===== src/rtl/conv1d_seq_if.sv =====
// Stream bundle for conv1d_seq: one frame position in, all filter outputs for one position out.
// The master side is the producer/consumer environment; the slave side is the convolution engine.
interface conv1d_seq_if #(
  parameter int IN_CH       = 1,
  parameter int NUM_FILTERS = 8,
  parameter int DATA_W      = 16
);
   logic                          s_valid;
   logic                          s_ready;
   logic [IN_CH*DATA_W-1:0]       s_data;
   logic                          m_valid;
   logic                          m_ready;
   logic [NUM_FILTERS*DATA_W-1:0] m_data;
   logic                          m_last;

   modport master (
      output s_valid, s_data, m_ready,
      input  s_ready, m_valid, m_data, m_last
   );

   modport slave (
      input  s_valid, s_data, m_ready,
      output s_ready, m_valid, m_data, m_last
   );
endinterface


===== src/rtl/conv1d_seq.sv =====
// Time-multiplexed same-padded 1-D convolution: buffer a frame, one signed MAC, stream one position per beat.
// Optional macro CONV1D_SEQ_RELU_EN clamps negative results to zero before saturation.
module conv1d_seq #(
  parameter int WIDTH       = 40,
  parameter int IN_CH       = 1,
  parameter int NUM_FILTERS = 8,
  parameter int KERNEL      = 3,
  parameter int DATA_W      = 16,
  parameter int FRAC_BITS   = 8,
  parameter int W_AW        = $clog2(NUM_FILTERS*(IN_CH*KERNEL+1))
) (
   input  logic                     clk,
   input  logic                     rst_n,
   input  logic                     start,
   output logic                     busy,
   output logic                     frame_done,
   input  logic                     w_wr_en,
   input  logic [W_AW-1:0]          w_addr,
   input  logic signed [DATA_W-1:0] w_data,
   conv1d_seq_if.slave              strm
);
   localparam int PAD   = (KERNEL-1)/2;
   localparam int TAPS  = IN_CH*KERNEL;
   localparam int NW    = NUM_FILTERS*TAPS;
   localparam int NCOEF = NUM_FILTERS*(TAPS+1);
   localparam int ACC_W = 2*DATA_W + $clog2(TAPS+1) + 1;
   localparam int PW    = (WIDTH > 1)       ? $clog2(WIDTH)       : 1;
   localparam int CW    = (IN_CH > 1)       ? $clog2(IN_CH)       : 1;
   localparam int KW    = (KERNEL > 1)      ? $clog2(KERNEL)      : 1;
   localparam int FW    = (NUM_FILTERS > 1) ? $clog2(NUM_FILTERS) : 1;

   localparam logic [W_AW:0] NCOEF_L = (W_AW+1)'(NCOEF);
   localparam logic signed [ACC_W-1:0] SAT_MAX =
      {{(ACC_W-DATA_W+1){1'b0}}, {(DATA_W-1){1'b1}}};
   localparam logic signed [ACC_W-1:0] SAT_MIN =
      {{(ACC_W-DATA_W+1){1'b1}}, {(DATA_W-1){1'b0}}};

   typedef enum logic [1:0] {IDLE, LOAD, COMPUTE, OUT} state_t;

   state_t            state_q, state_d;
   logic [PW-1:0]     load_cnt_q;
   logic [PW-1:0]     pos_q;
   logic [FW-1:0]     filt_q;
   logic [CW-1:0]     ch_q;
   logic [KW-1:0]     tap_q;
   logic              init_q;
   logic              last_mac;
   logic              fin;

   logic signed [DATA_W-1:0]   coef_q  [NCOEF];
   logic signed [DATA_W-1:0]   frame_q [WIDTH][IN_CH];
   logic signed [ACC_W-1:0]    acc_p0;
   logic [NUM_FILTERS*DATA_W-1:0] out_p1;

   int                         pos_i;
   logic [PW-1:0]              pidx;
   logic signed [DATA_W-1:0]   x_sel, w_sel, b_sel;
   logic signed [2*DATA_W-1:0] prod;
   logic signed [ACC_W-1:0]    acc_nxt, bias_ext;

   // Arithmetic shift floors toward -inf; the optional clamp runs before saturation.
   function automatic logic signed [ACC_W-1:0] requant(input logic signed [ACC_W-1:0] a);
      logic signed [ACC_W-1:0] y;
      y = a >>> FRAC_BITS;
`ifdef CONV1D_SEQ_RELU_EN
      if (y[ACC_W-1]) y = '0;
`endif
      return y;
   endfunction

   function automatic logic signed [DATA_W-1:0] saturate(input logic signed [ACC_W-1:0] a);
      if (a > SAT_MAX)      return SAT_MAX[DATA_W-1:0];
      else if (a < SAT_MIN) return SAT_MIN[DATA_W-1:0];
      else                  return a[DATA_W-1:0];
   endfunction

   always_comb begin
      state_d       = state_q;
      fin           = 1'b0;
      last_mac      = !init_q && (tap_q == KW'(KERNEL-1)) && (ch_q == CW'(IN_CH-1));
      busy          = (state_q != IDLE);
      strm.s_ready  = (state_q == LOAD);
      strm.m_valid  = (state_q == OUT);
      strm.m_last   = (state_q == OUT) && (pos_q == PW'(WIDTH-1));
      unique case (state_q)
         IDLE:    if (start) state_d = LOAD;
         LOAD:    if (strm.s_valid && load_cnt_q == PW'(WIDTH-1)) state_d = COMPUTE;
         COMPUTE: if (last_mac && filt_q == FW'(NUM_FILTERS-1)) state_d = OUT;
         OUT:
            if (strm.m_ready) begin
               if (pos_q == PW'(WIDTH-1)) begin
                  state_d = IDLE;
                  fin     = 1'b1;
               end else begin
                  state_d = COMPUTE;
               end
            end
         default: state_d = IDLE;
      endcase
   end

   always_ff @(posedge clk or negedge rst_n) begin
      if (!rst_n) begin
         state_q    <= IDLE;
         load_cnt_q <= '0;
         pos_q      <= '0;
         filt_q     <= '0;
         ch_q       <= '0;
         tap_q      <= '0;
         init_q     <= 1'b1;
         frame_done <= 1'b0;
      end else begin
         state_q    <= state_d;
         frame_done <= fin;
         if (state_q == IDLE) begin
            load_cnt_q <= '0;
            pos_q      <= '0;
         end
         if (state_q == LOAD && strm.s_valid) load_cnt_q <= load_cnt_q + PW'(1);
         if (state_q == OUT && strm.m_ready && pos_q != PW'(WIDTH-1)) pos_q <= pos_q + PW'(1);
         // Channel-major, tap-minor walk; each filter starts with one bias-load cycle.
         if (state_q != COMPUTE) begin
            filt_q <= '0;
            ch_q   <= '0;
            tap_q  <= '0;
            init_q <= 1'b1;
         end else if (init_q) begin
            init_q <= 1'b0;
         end else if (tap_q == KW'(KERNEL-1)) begin
            tap_q <= '0;
            if (ch_q == CW'(IN_CH-1)) begin
               ch_q   <= '0;
               init_q <= 1'b1;
               filt_q <= (filt_q == FW'(NUM_FILTERS-1)) ? '0 : filt_q + FW'(1);
            end else begin
               ch_q <= ch_q + CW'(1);
            end
         end else begin
            tap_q <= tap_q + KW'(1);
         end
      end
   end

   always_ff @(posedge clk or negedge rst_n) begin
      if (!rst_n) begin
         for (int i = 0; i < NCOEF; i++) coef_q[i] <= '0;
         for (int p = 0; p < WIDTH; p++)
            for (int c = 0; c < IN_CH; c++) frame_q[p][c] <= '0;
      end else begin
         if (state_q == IDLE && w_wr_en && ({1'b0, w_addr} < NCOEF_L)) coef_q[w_addr] <= w_data;
         if (state_q == LOAD && strm.s_valid)
            for (int c = 0; c < IN_CH; c++)
               frame_q[load_cnt_q][c] <= strm.s_data[c*DATA_W +: DATA_W];
      end
   end

   always_comb begin
      pos_i    = int'(pos_q) + int'(tap_q) - PAD;
      pidx     = PW'(pos_i);
      x_sel    = '0;
      if (pos_i >= 0 && pos_i < WIDTH) x_sel = frame_q[pidx][ch_q];
      w_sel    = coef_q[W_AW'((int'(filt_q)*IN_CH + int'(ch_q))*KERNEL + int'(tap_q))];
      b_sel    = coef_q[W_AW'(NW + int'(filt_q))];
      prod     = (2*DATA_W)'(x_sel) * (2*DATA_W)'(w_sel);
      acc_nxt  = acc_p0 + ACC_W'(prod);
      bias_ext = ACC_W'(b_sel) <<< FRAC_BITS;
   end

   // Stage p0: accumulator; stage p1: requantised per-filter output slots.
   always_ff @(posedge clk or negedge rst_n) begin
      if (!rst_n) begin
         acc_p0 <= '0;
         out_p1 <= '0;
      end else if (state_q == COMPUTE) begin
         acc_p0 <= init_q ? bias_ext : acc_nxt;
         if (last_mac) out_p1[int'(filt_q)*DATA_W +: DATA_W] <= saturate(requant(acc_nxt));
      end
   end

   assign strm.m_data = out_p1;

endmodule

===== src/flat_wrapper.sv =====
// flat-port wrapper written by rule: the top's interface ports become plain ports
module conv1d_seq_flat 
#(
  parameter int WIDTH       = 40,
  parameter int IN_CH       = 1,
  parameter int NUM_FILTERS = 8,
  parameter int KERNEL      = 3,
  parameter int DATA_W      = 16,
  parameter int FRAC_BITS   = 8,
  parameter int W_AW        = $clog2(NUM_FILTERS*(IN_CH*KERNEL+1))
)
  (clk, rst_n, start, busy, frame_done, w_wr_en, w_addr, w_data, strm_s_valid, strm_s_data, strm_m_ready, strm_s_ready, strm_m_valid, strm_m_data, strm_m_last);
  conv1d_seq_if #(.IN_CH(IN_CH), .NUM_FILTERS(NUM_FILTERS), .DATA_W(DATA_W)) strm_i ();
  input  logic clk;
  input  logic rst_n;
  input  logic start;
  output logic busy;
  output logic frame_done;
  input  logic w_wr_en;
  input  logic [W_AW-1:0] w_addr;
  input  logic signed [DATA_W-1:0] w_data;
  input wire logic [$bits(strm_i.s_valid)-1:0] strm_s_valid;
  input wire logic [$bits(strm_i.s_data)-1:0] strm_s_data;
  input wire logic [$bits(strm_i.m_ready)-1:0] strm_m_ready;
  output wire logic [$bits(strm_i.s_ready)-1:0] strm_s_ready;
  output wire logic [$bits(strm_i.m_valid)-1:0] strm_m_valid;
  output wire logic [$bits(strm_i.m_data)-1:0] strm_m_data;
  output wire logic [$bits(strm_i.m_last)-1:0] strm_m_last;
  assign strm_i.s_valid = strm_s_valid;
  assign strm_i.s_data = strm_s_data;
  assign strm_i.m_ready = strm_m_ready;
  assign strm_s_ready = strm_i.s_ready;
  assign strm_m_valid = strm_i.m_valid;
  assign strm_m_data = strm_i.m_data;
  assign strm_m_last = strm_i.m_last;
  conv1d_seq #(.WIDTH(WIDTH), .IN_CH(IN_CH), .NUM_FILTERS(NUM_FILTERS), .KERNEL(KERNEL), .DATA_W(DATA_W), .FRAC_BITS(FRAC_BITS), .W_AW(W_AW)) u_core (.clk(clk), .rst_n(rst_n), .start(start), .busy(busy), .frame_done(frame_done), .w_wr_en(w_wr_en), .w_addr(w_addr), .w_data(w_data), .strm(strm_i));
endmodule

===== config.mk =====
export PLATFORM = sky130hd
export DESIGN_NAME = conv1d_seq_flat
export DESIGN_NICKNAME = d
export VERILOG_FILES = /design/src/rtl/conv1d_seq_if.sv /design/src/rtl/conv1d_seq.sv /design/src/flat_wrapper.sv
export SDC_FILE = /design/constraint.sdc
export NUM_CORES = 2
export LEC_CHECK = 0
export ABC_CLOCK_PERIOD_IN_PS = 13150
export CAP_MARGIN = 20
export CORE_ASPECT_RATIO = 2
export CORE_MARGIN = 4
export CORE_UTILIZATION = 45
export DETAILED_ROUTE_END_ITERATION = 12
export SYNTH_ARGS = -nofsm -noshare
export SYNTH_HDL_FRONTEND = slang
export SYNTH_SLANG_ARGS = --single-unit

===== constraint.sdc =====
create_clock -name clk -period 13.15 [get_ports clk]
set_input_delay 2.63 -clock clk [delete_from_list [all_inputs] [get_ports clk]]
set_output_delay 2.63 -clock clk [all_outputs]
set_load 0.01 [all_outputs]

==> qor.yml <==
fill_cells: 13800
syn_nets: 5965
remaining_drc_errors: 0
worst-path-buf-inv: 6
worst_pin_slew_ns: 1.11
grt_pass1_vias: 49600
path_clk_slew_ns: 0.07
max_stage_delay_ns: 0.74
p_per_area_nw_per_um2: 120
yosysUniqueCellTypes: 74
post-route-period-util_pct: 95.9
drive_gt1_share_pct: 35.1
placed_area_um2: 77100
dp.cells: 7524
ys_seq_elements: 1336
nets: 6036
synth_edf_count: 0
h-tree-depth: 3
yosys.area.top_type: "dfrtp_1"
synth_cells: 5486
syn2layout_area_growth_pct: 12.2
numPortBuffers: 175
synthArstFlopShare_pct: 100
p_int_mw: 7.26
max_slew_margin_pct: 25.8
antenna_found_initial: 8
cts_tree: "done"
cp_data_arrival_time_ns: 13.22
worstSetupPathType: "reg -> reg"
final-hold-violation-count: 0
cts_root_buffer: "clkbuf_16"
ir_drop_mv: 0.0982
p_sw_mw: 2.48
timing_max_transition_violations_final: 0
synth_area_per_cell_um2: 13.2
critical_path.startpoint_type: "register"
hold_ws_ns: 0.477
viasPerCell: 5.81
hpwl_mm: 145
required_ns: 13.75
core_um2: 161000
rows: 208
antenna_left: 0
gp_congestion: 0.924
netlist_area_um2: 72600
die_w_um: 292
cp_common_cell: "fa_1"
cp-end-kind: "register"
design.portCount: 176
rsz0062_at_grt: "no"
p_clk_share_pct: 38.0
instances_no_fill: 7754
fin_crit_ns: 12.62
grt_max_degree: 181
drtIter0Drc: 2973
wl_per_cell_um: 26.5
clkSinkCount: 1336
mostFrequentLayoutCells: "1334 x dfrtp_1, 1156 x mux2_2, 452 x nand2_1"
setup_tns_ns: 0
wirelength_mm: 205
dr.pass1.iters: 5
synth_top_area_share_pct: 46.0
slowest_stage: "o41ai_4"
path_delay_family: "adder cells"
max_freq_mhz: 79.3
final_common_cell: "dfrtp_1"
setup_viol: 0
synth_flop_cell: "dfrtp_1"
final_area_um2: 81500
die_y_um: 576
sw_frac_of_total_pct: 25.5
outcome: "finished clean"
grt_use_total_pct: 24.6
dieArea_um2: 168000
numCtsBuffers: 118
hold_path.class: "reg -> reg"
pwr-share-comb_pct: 12.7
pwr-share-seq_pct: 49.4
start_util_pct: 45.2
leakagePower_nw: 38.4
clk_latency_ns: 0.76
overflow: 0
synth.yosys.warnings: 0
clk_path_buf_depth: 3
dr_total_vias: 45100
grt_pass1_wl_mm: 315
seq_area_frac_synth_pct: 46.0
yosys-top-cells-area: "dfrtp_1 46%, mux2_2 18%, mux4_2 11%"
finish.utilization_pct: 50.8
skew_ns: 0.0530
crit_fanout: 25
cap_violations: 0
tightest hold or removal path, stage by stage (launching register included):
cell and delay (ns):
dfrtp_1 0.35, nand2_1 0.05, nand2_1 0.05
logic make-up after synthesis:
logic type               synth area share, %
buffers and inverters                   3.94
AO/OA/AOI/OAI                           3.20
multiplexers                            29.2
adder cells (fa/ha/maj)                 10.7
AND/OR/NAND/NOR                         6.27
flip-flops                              46.0
XOR/XNOR                               0.586
timing repair:
action,CTS,global route
endpoints found under the setup margin,0,43
gates resized for setup,0,3
hold buffers,0,0
setup buffers,0,0
final timing paths:
| check | from | end | slack (ns) | cells past startpoint |
|---|---|---|---|---|
| hold reg to reg | u_core.acc_p0[0]$_DFFE_PN0P_ | u_core.acc_p0[0]$_DFFE_PN0P_ | 0.48 | 2 |
| max in group asynchronous | rst_n | u_core.frame_q[281]$_DFFE_PN0P_ | 9.04 | 3 |
| min in group asynchronous | rst_n | u_core.coef_q[148]$_DFFE_PN0P_ | 1.86 | 1 |
| setup reg to reg | u_core.tap_q[1]$_DFFE_PN0P_ | u_core.strm.m_data[75]$_DFFE_PN0P_ | 0.53 | 33 |
| hold / removal | u_core.acc_p0[0]$_DFFE_PN0P_ | u_core.acc_p0[0]$_DFFE_PN0P_ | 0.48 | 2 |
| setup / recovery | u_core.tap_q[1]$_DFFE_PN0P_ | u_core.strm.m_data[75]$_DFFE_PN0P_ | 0.53 | 33 |
sequential cells by signal (all words and copies together) (netlist names):
signal / flops
u_core.coef_q: 512
u_core.init_q: 1
u_core.frame_done: 1
u_core.filt_q: 3
u_core.acc_p0: 35
u_core.state_q: 2
u_core.pos_q: 6
u_core.load_cnt_q: 6
u_core.strm.m_data: 128
u_core.tap_q: 2
u_core.frame_q: 640
cell usage after synthesis, types with 22 or more instances:
master,count
nor2b_1,25
mux2i_1,31
fa_1,313
buf_2,28
inv_1,354
mux4_2,351
nand2b_1,48
mux2_2,1156
clkbuf_1,337
nand2_1,453
or2_2,59
ha_1,123
a21oi_1,46
nand3_1,73
dfrtp_1,1335
o21ai_0,173
xnor2_1,34
and3_1,22
buf_1,28
nor2_1,243
power by group through the flow:
stage                     clock (mW)  sequential (mW)  combinational (mW)
after CTS                       3.80             4.81                1.24
after global placement             0             4.85                1.21
after global routing            3.95             4.86                1.33
after floorplan                    0             4.78               0.822
final                           3.70             4.81                1.23
after detailed placement           0             4.88                1.24
through the flow:
step	setup slack, ns	total power, mW
after floorplan	1.86	5.60
after global placement	0.584	6.06
after detailed placement	0.540	6.12
after CTS	0.516	9.85
after global routing	0.0536	10.1
final	0.533	9.75
layout make-up:
cell class	instances	area [um^2]	area share, %
Antenna cell	2	5.00	0.00614
Clock buffer	166	3350	4.11
Clock inverter	49	753	0.924
Inverter	356	1340	1.64
Multi-Input combinational cell	3399	36600	44.9
Sequential cell	1336	33400	41.0
Tap cell	2100	2630	3.22
Timing Repair Buffer	346	3440	4.22
metal layers:
layer,global-route usage [%],vias up,wire length [um]
met5,0,-,75
met4,12.9,10,12900
met3,3.00,456,7580
met2,45.9,1138,111000
met1,27.3,24200,73200
li1,-,19300,-
Power figures use the tool's default switching activity.
